## src/rtl/carry_lookahead_adder.sv

```systemverilog
// Registered unsigned adder built from 4-way carry-lookahead levels.
// s holds the full DWL+1 bit sum one cycle after the operands are sampled.
module carry_lookahead_adder #(
    parameter int DWL = 4
) (
    input  logic           clk,
    input  logic           rst,
    input  logic [DWL-1:0] a,
    input  logic [DWL-1:0] b,
    output logic [DWL:0]   s,
    output logic           cout
);

    function automatic int calc_levels(input int n);
        int l;
        int w;
        l = 1;
        w = 4;
        while (w < n) begin
            w = w * 4;
            l = l + 1;
        end
        return l;
    endfunction

    localparam int NL = calc_levels(DWL);
    localparam int W  = 1 << (2 * NL);

    // Carries into each of four children, expanded to sum-of-products.
    function automatic logic [3:0] cla4(
        input logic [3:0] g,
        input logic [3:0] p,
        input logic       ci
    );
        logic [3:0] c;
        c[0] = ci;
        c[1] = g[0] | (p[0] & ci);
        c[2] = g[1] | (p[1] & g[0]) | (p[1] & p[0] & ci);
        c[3] = g[2] | (p[2] & g[1]) | (p[2] & p[1] & g[0])
             | (p[2] & p[1] & p[0] & ci);
        return c;
    endfunction

    function automatic logic grp_g(
        input logic [3:0] g,
        input logic [3:0] p
    );
        return g[3] | (p[3] & g[2]) | (p[3] & p[2] & g[1])
             | (p[3] & p[2] & p[1] & g[0]);
    endfunction

    logic [W-1:0] gv [NL+1];
    logic [W-1:0] pv [NL+1];
    logic [W-1:0] cv [NL+1];
    logic [W:0]   cext;
    logic [DWL:0] sum;

    always_comb begin
        for (int l = 0; l <= NL; l++) begin
            gv[l] = '0;
            pv[l] = '0;
            cv[l] = '0;
        end
        // Bits above DWL stay g=p=0, so padding cannot disturb carries.
        gv[0][DWL-1:0] = a & b;
        pv[0][DWL-1:0] = a ^ b;
        for (int l = 1; l <= NL; l++) begin
            for (int j = 0; j < (W >> (2 * l)); j++) begin
                gv[l][j] = grp_g(gv[l-1][4*j +: 4], pv[l-1][4*j +: 4]);
                pv[l][j] = &pv[l-1][4*j +: 4];
            end
        end
        cv[NL][0] = 1'b0;
        for (int l = NL; l >= 1; l--) begin
            for (int j = 0; j < (W >> (2 * l)); j++) begin
                cv[l-1][4*j +: 4] = cla4(gv[l-1][4*j +: 4],
                                         pv[l-1][4*j +: 4],
                                         cv[l][j]);
            end
        end
        cext = {gv[NL][0], cv[0]};
        sum  = {cext[DWL], pv[0][DWL-1:0] ^ cv[0][DWL-1:0]};
    end

    always_ff @(posedge clk or posedge rst) begin
        if (rst) begin
            s    <= '0;
            cout <= 1'b0;
        end else begin
            s    <= sum;
            cout <= sum[DWL];
        end
    end

endmodule

```

## config.mk

```make
export PLATFORM = sky130hd
export DESIGN_NAME = carry_lookahead_adder
export DESIGN_NICKNAME = d
export VERILOG_FILES = /design/src/rtl/carry_lookahead_adder.sv
export SDC_FILE = /design/constraint.sdc
export NUM_CORES = 1
export LEC_CHECK = 0
export ABC_CLOCK_PERIOD_IN_PS = 800
export BUFFER_PORTS_ARGS = -buffer_cell sky130_fd_sc_hd__clkbuf_2
export CAP_MARGIN = 0
export CORE_AREA = 2 2 39 41
export CTS_CLUSTER_DIAMETER = 40
export DETAILED_ROUTE_END_ITERATION = 10
export DIE_AREA = 0 0 41 43
export REMOVE_ABC_BUFFERS = 1
export SLEW_MARGIN = 20
export SYNTH_ARGS = -nofsm -noshare
export SYNTH_HDL_FRONTEND = slang
export SYNTH_SLANG_ARGS = --single-unit
```

## constraint.sdc

```tcl
create_clock -name clk -period 0.8 [get_ports clk]
set_clock_uncertainty 0.1 [all_clocks]
set_input_delay 0 -clock clk [delete_from_list [all_inputs] [get_ports clk]]
set_output_delay 0 -clock clk [all_outputs]
set_load 0.01 [all_outputs]
```

==> results of run 1 <==
-- power by group --
part,total (mW),switching [mW],internal [mW]
logic,0.195,0.0921,0.103
clock network,0.287,0.0987,0.188
registers,0.301,0.00993,0.291
total,0.783,0.201,0.583
-- metal layers --
| metal | vias to the layer above | wire length (um) | global-route usage |
|---|---|---|---|
| met1 | 99 | 173 | 0.0619 |
| met4 | 0 | 0 | 0.120 |
| met2 | 9 | 282 | 0.103 |
| met3 | 0 | 40 | 0 |
| li1 | 108 | - | - |
| met5 | - | 0 | 0 |
-- placed cells by master, fill, tap and decap left out --
master	netlist	final
clkbuf_2	0	13
dfrtp_1	5	5
inv_1	5	4
clkbuf_4	0	3
ha_4	0	2
ha_1	4	2
buf_6	0	2
buf_4	1	2
inv_2	0	1
xnor2_1	1	1
nand3_1	1	1
a21oi_1	1	1
nand2_1	1	1
a21o_1	1	1
xor2_1	1	1
fa_2	0	1
clkbuf_1	0	1
dlygate4sd3_1	0	1
-- area by class of cell --
class                      instances  area, um2  share of cell area
clock buffer                       4       26.3              0.0598
inverter                           5       18.8              0.0427
multi-input combinational         11        136               0.311
sequential                         5        125               0.285
tap                               16       20.0              0.0456
timing repair buffer              18        113               0.256
-- sequential cells by signal (all words and copies together), names as in the netlist --
name,count
cout,1
s,4
-- cells by family (layout without fill, tap and decap cells) --
family / Yosys count / count (layout) / synth area share
xor gates and xnor gates: 2 / 2 / 0.0673
buffers and inverters: 6 / 27 / 0.101
adders and majority gates: 5 / 5 / 0.269
DFF: 5 / 5 / 0.481
AOI/OAI and AO/OA: 2 / 2 / 0.0481
and+or+nand+nor: 2 / 2 / 0.0336
-- through the flow --
step                      hold slack (ps)  power, mW  cell area [um2]  worst slack (ps)  TNS (ps)
after floorplan                      -321      0.392              253              -104      -368
after global placement               -225      0.475              363              -238      -869
after detailed placement             -217      0.481              363              -246      -883
after CTS                            -130      0.785              399             -39.6      -179
after global routing                 -134      0.841              439             -53.6      -263
final                                -129      0.783              439             -25.6     -89.5
-- what timing repair did --
item / CTS / global route
resized for setup: 0 / 8
pin swaps: 0 / 1
setup endpoints to repair: 6 / 9
endpoints found under the hold margin: 8 / 1
-- path summary, 6_finish.rpt --
check	end	from	slack, ps
max in group asynchronous	cout	rst	360
min in group asynchronous	s[2]	rst	80
hold / removal	s[0]	a[0]	-130
setup / recovery	s[4]	cout	-30
==> impl_results.md, run 1 <==
* Status: complete, but fails checks
* Violated checks: negative hold slack, negative setup slack
* Final hold vios at 3
* Final net count at 59
* Pre-antenna DRT Iters at 1
* DIE AREA at 0.00176 mm2
* WP buf/inv at 1
* Leading area contributor after synthesis: dfrtp_1
* Gate Count Post-Synth at 22
* Max-slew violations at 0
* Required @ worst endpoint at 700 ps
* Number of global-route vias before repair at 218
* Leak at 0.237 nW
* Synth area leaders: dfrtp_1, ha_1, fa_1, inv_1, xnor2_1
* Clk slew on worst S/H paths at 40 ps
* Largest net degree at the start of global routing at 6
* Crit path max fanout at 2
* DRT iter0 DRCs at 0
* Synth cell types at 11
* Final Non-Filler Cells at 59
* DRC viols at 0
* Die Span Y at 43 um
* Initial Util at 0.188
* Antenna violations before repair at 0
* First-pass GRT wire length at 752 um
* Core box area at 0.00138 mm2
* Top-area cell type share of the netlist area at 0.481
* Fillers at 152
* Hold buffer count at CTS at 1
* Via/cell ratio at 3.66
* Worst Tran Pin Value at 175 ps
* Post-synth top cells: dfrtp_1, inv_1, ha_1
* Worst-case clock buffer depth at 2
* Final GP Congestion at 0.671
* WP data arrival at 730 ps
* Setup violations, final at 6
* Syn Area/Cell at 11.8 um2
* Inserted Diodes at 0
* Final Cycle Share at 1.03
* Post-CTS Repair Setup Buffers at 0
* Number of I/O port buffers at 15
* Ratio of cells with drive above 1 in the final layout at 0.558
* Fin util at 0.317
* CP startpoint kind: flip-flop
* Fmax at 1.21 GHz
* CTS tree: yes
* Family with the most delay on the worst path: flip-flops
* Vias at 216
* Area Growth Syn to Fin at 68.7%
* Num CTS Buffers at 3
* GRT Overall Usage at 0.0706
* Synth Cell Area at 260 um2
* Worst hold stages at 2
* Synth Flop Type: dfrtp_1
* Antenna-violating nets left at 0
* CP endpoint kind: primary output
* Async set-reset flop share out of synthesis at 1.00
* CP Cell Sequence: clkbuf_2
* Register bit total from synthesis at 5
* Crit-path slowest cell: dfrtp_1
* Max rail drop VDD at 379 uV
* Drt wl/cell at 8.41 um
* Total Wirelength at 496 um
* Number of synthesized flops with an enable pin at 0
* I/O pin count at 16
* Max-slew headroom at 0.883
* CP peak stage delay at 360 ps
* Clock sinks at 5
* H-tree depth at 1
* Crit path depth at 1
* PD cells at 1780 mW/mm2
* Min-Delay Path Class: input port to flip-flop
* Root buffer cell: clkbuf_4
* Die W at 41 um
* Rows at 14
* Critical path class: flip-flop to primary output
* Max_cap viols at 0
* Sequential fraction of the synthesis area at 0.481
* RSZ-0062 raised after global routing: true
* Final worst setup slack at -25.6 ps
* Dpl hpwl at 394 um
* Gr ovfl total at 0
* Crit path time final at 826 ps
* Cells after DPL at 54
* Hold WS at -129 ps
* Yosys Warn Count at 0
(Power assumes the default switching activity.)
==> run 2, diff against run 1 <==
--- a/config.mk
+++ b/config.mk
@@ -5,7 +5,7 @@
 export SDC_FILE = /design/constraint.sdc
 export NUM_CORES = 1
 export LEC_CHECK = 0
-export ABC_CLOCK_PERIOD_IN_PS = 800
+export ABC_CLOCK_PERIOD_IN_PS = 930
 export BUFFER_PORTS_ARGS = -buffer_cell sky130_fd_sc_hd__clkbuf_2
 export CAP_MARGIN = 0
 export CORE_AREA = 2 2 39 41
==> constraint.sdc (replaced) <==
create_clock -name clk -period 0.93 [get_ports clk]
set_clock_uncertainty 0.1 [all_clocks]
set_input_delay 0 -clock clk [delete_from_list [all_inputs] [get_ports clk]]
set_output_delay 0 -clock clk [all_outputs]
set_load 0.01 [all_outputs]
==> impl_results.md, run 2 (same netlist as run 1, synthesis figures left out) <==
* Status: complete, but fails checks
* Violated checks: negative hold slack
* Setup violations, final at 0 (-6)
* Final hold vios at 2 (-1)
* Hold WS at -17.7 ps (+111 ps)
* Clock Power Share at 0.368 (+0.002)
* Top reg by flops: s
* Dpl hpwl at 385 um (-2.5%)
* Fmax at 1.09 GHz
* Design internal power at 495 uW (-15%)
* Final worst setup slack at 15.4 ps (+41.0 ps)
* Worst Tran Pin Value at 183 ps (+7.85 ps)
* Met2 Resource Use GR at 0.109 (+0.00625)
* Inserted Diodes at 0 (unchanged)
* Pre-antenna DRT Iters at 1 (unchanged)
* Dpl cell area at 363 um2 (unchanged)
* Number of global-route vias before repair at 218 (unchanged)
* Vias at 219 (+1.4%)
* Initial Util at 0.188 (unchanged)
* Number of gates resized after cts at 0 (unchanged)
* Crit path from: a[0]
* Core box area at 0.00138 mm2 (unchanged)
* CP endpoint kind: flip-flop
* Design area at 409 um2 (-6.8%)
* PD cells at 1610 mW/mm2 (-9.7%)
* CTS tree: yes
* Root buffer cell: clkbuf_4
* Largest net degree at the start of global routing at 6 (unchanged)
* Gr ovfl total at 0 (unchanged)
* Max_cap viols at 0 (unchanged)
* Final GP Congestion at 0.668 (-0.39%)
* DIE AREA at 0.00176 mm2 (unchanged)
* Critical path class: input port to flip-flop
* Clock sinks at 5 (unchanged)
* Via/cell ratio at 3.65 (-0.30%)
* Hold buffer count at CTS at 2 (+1)
* Final Cycle Share at 0.983
* Met1 Track Usage GR at 0.0356 (-0.0263)
* Antenna-violating nets left at 0 (unchanged)
* Crit-path slowest cell: dlygate4sd3_1
* Ratio of cells with drive above 1 in the final layout at 0.455 (-0.104)
* Grt peak-use layer: met2
* Worst-case clock buffer depth at 2 (unchanged)
* Drt wl/cell at 7.70 um (-8.4%)
* I/O pin count at 16 (unchanged)
* Rows at 14 (unchanged)
* Antenna violations before repair at 0 (unchanged)
* Max reg flops at 4 (unchanged)
* CP peak stage delay at 560 ps (+200 ps)
* H-tree depth at 1 (unchanged)
* Overall power at 659 uW (-16%)
* CP Cell Sequence: clkbuf_2 > ha_1 > dlygate4sd3_1
* Total Wirelength at 462 um (-6.9%)
* Final net count at 60 (+1.7%)
* Die W at 41 um (unchanged)
* CP startpoint kind: input port
* DRC viols at 0 (unchanged)
* Area Growth Syn to Fin at 57.2%
* Die Span Y at 43 um (unchanged)
* Max rail drop VDD at 330 uV (-13%)
* Most frequent cells in the layout: clkbuf_2, inv_1, dfrtp_1
* P_sw at 165 uW (-18%)
* DRT iter0 DRCs at 0 (unchanged)
* Sw Share at 0.250 (-0.00673)
* Required @ worst endpoint at 940 ps (+240 ps)
* Crit path time final at 915 ps
* Max-slew headroom at 0.878 (-0.00524)
* Number of I/O port buffers at 15 (unchanged)
* M3 GR Usage at 0.0157 (+0.0157)
* Flop pwr share at 0.392 (+0.008)
* Max-slew violations at 0 (unchanged)
* Comb power frac at 0.240 (-0.009)
* Biggest regs: s: 4 flops, cout: 1 flops
* GRT Overall Usage at 0.0644 (-0.00618)
* Clk slew on worst S/H paths at 40 ps (about the same)
* Hold Crit Start: b[3]
* Min-Delay Path Class: input port to flip-flop
* RSZ-0062 raised after global routing: false
* Crit path max fanout at 1 (-1)
* Fin util at 0.296 (-0.0217)
* Dpl ws at -85.6 ps (+160 ps)
* Leak at 0.238 nW (+0.54%)
* Most common cell after layout, fill and taps aside: clkbuf_2
* First-pass GRT wire length at 669 um (-11%)
* Post-CTS Repair Setup Buffers at 0 (unchanged)
* Num CTS Buffers at 3 (unchanged)
* WP data arrival at 930 ps (+200 ps)
## run 2: final timing paths
path,to,slack (ps),cells after the start
setup / recovery,s[0],20,3
hold / removal,cout,-20,3
min in group asynchronous,s[1],90,3
max in group asynchronous,s[3],480,3
## run 2: power groups by stage
stage               Combinational [mW]  Sequential, mW  Clock, mW
floorplan                       0.0531           0.284          0
global placement                 0.148           0.261          0
detailed placement               0.152           0.262          0
CTS                              0.161           0.259      0.255
global route                     0.178           0.262      0.275
finish                           0.158           0.258      0.243
## run 2: final cells by class
type | instances | area [um2]
well taps | 16 | 20.0
fillers | 145 | 975
repair buffers | 19 | 110
flip-flops and latches | 5 | 125
clock buffers | 4 | 26.3
inverters | 5 | 18.8
multi-input cells | 11 | 109
## run 2: per-layer routing
metal | vias to the layer above | share of wire | routed length (um)
met2 | 9 | 0.62 | 287
met1 | 99 | 0.29 | 132
li1 | 111 | - | -
met4 | 0 | 0 | 0
met5 | - | 0 | 0
met3 | 0 | 0.091 | 42
## run 2: critical path: cells and delay by family
family / cells / cell delay, ps
adders and majority gates: 1 / 290
buffers and inverters: 2 / 640
## run 2: through the flow
| step | std cells | TNS [ps] |
|---|---|---|
| finish | 60 | 0 |
| global route | 60 | 0 |
| CTS | 60 | 0 |
| detailed placement | 54 | -311 |
| global placement | 54 | -317 |
| floorplan | 21 | 0 |
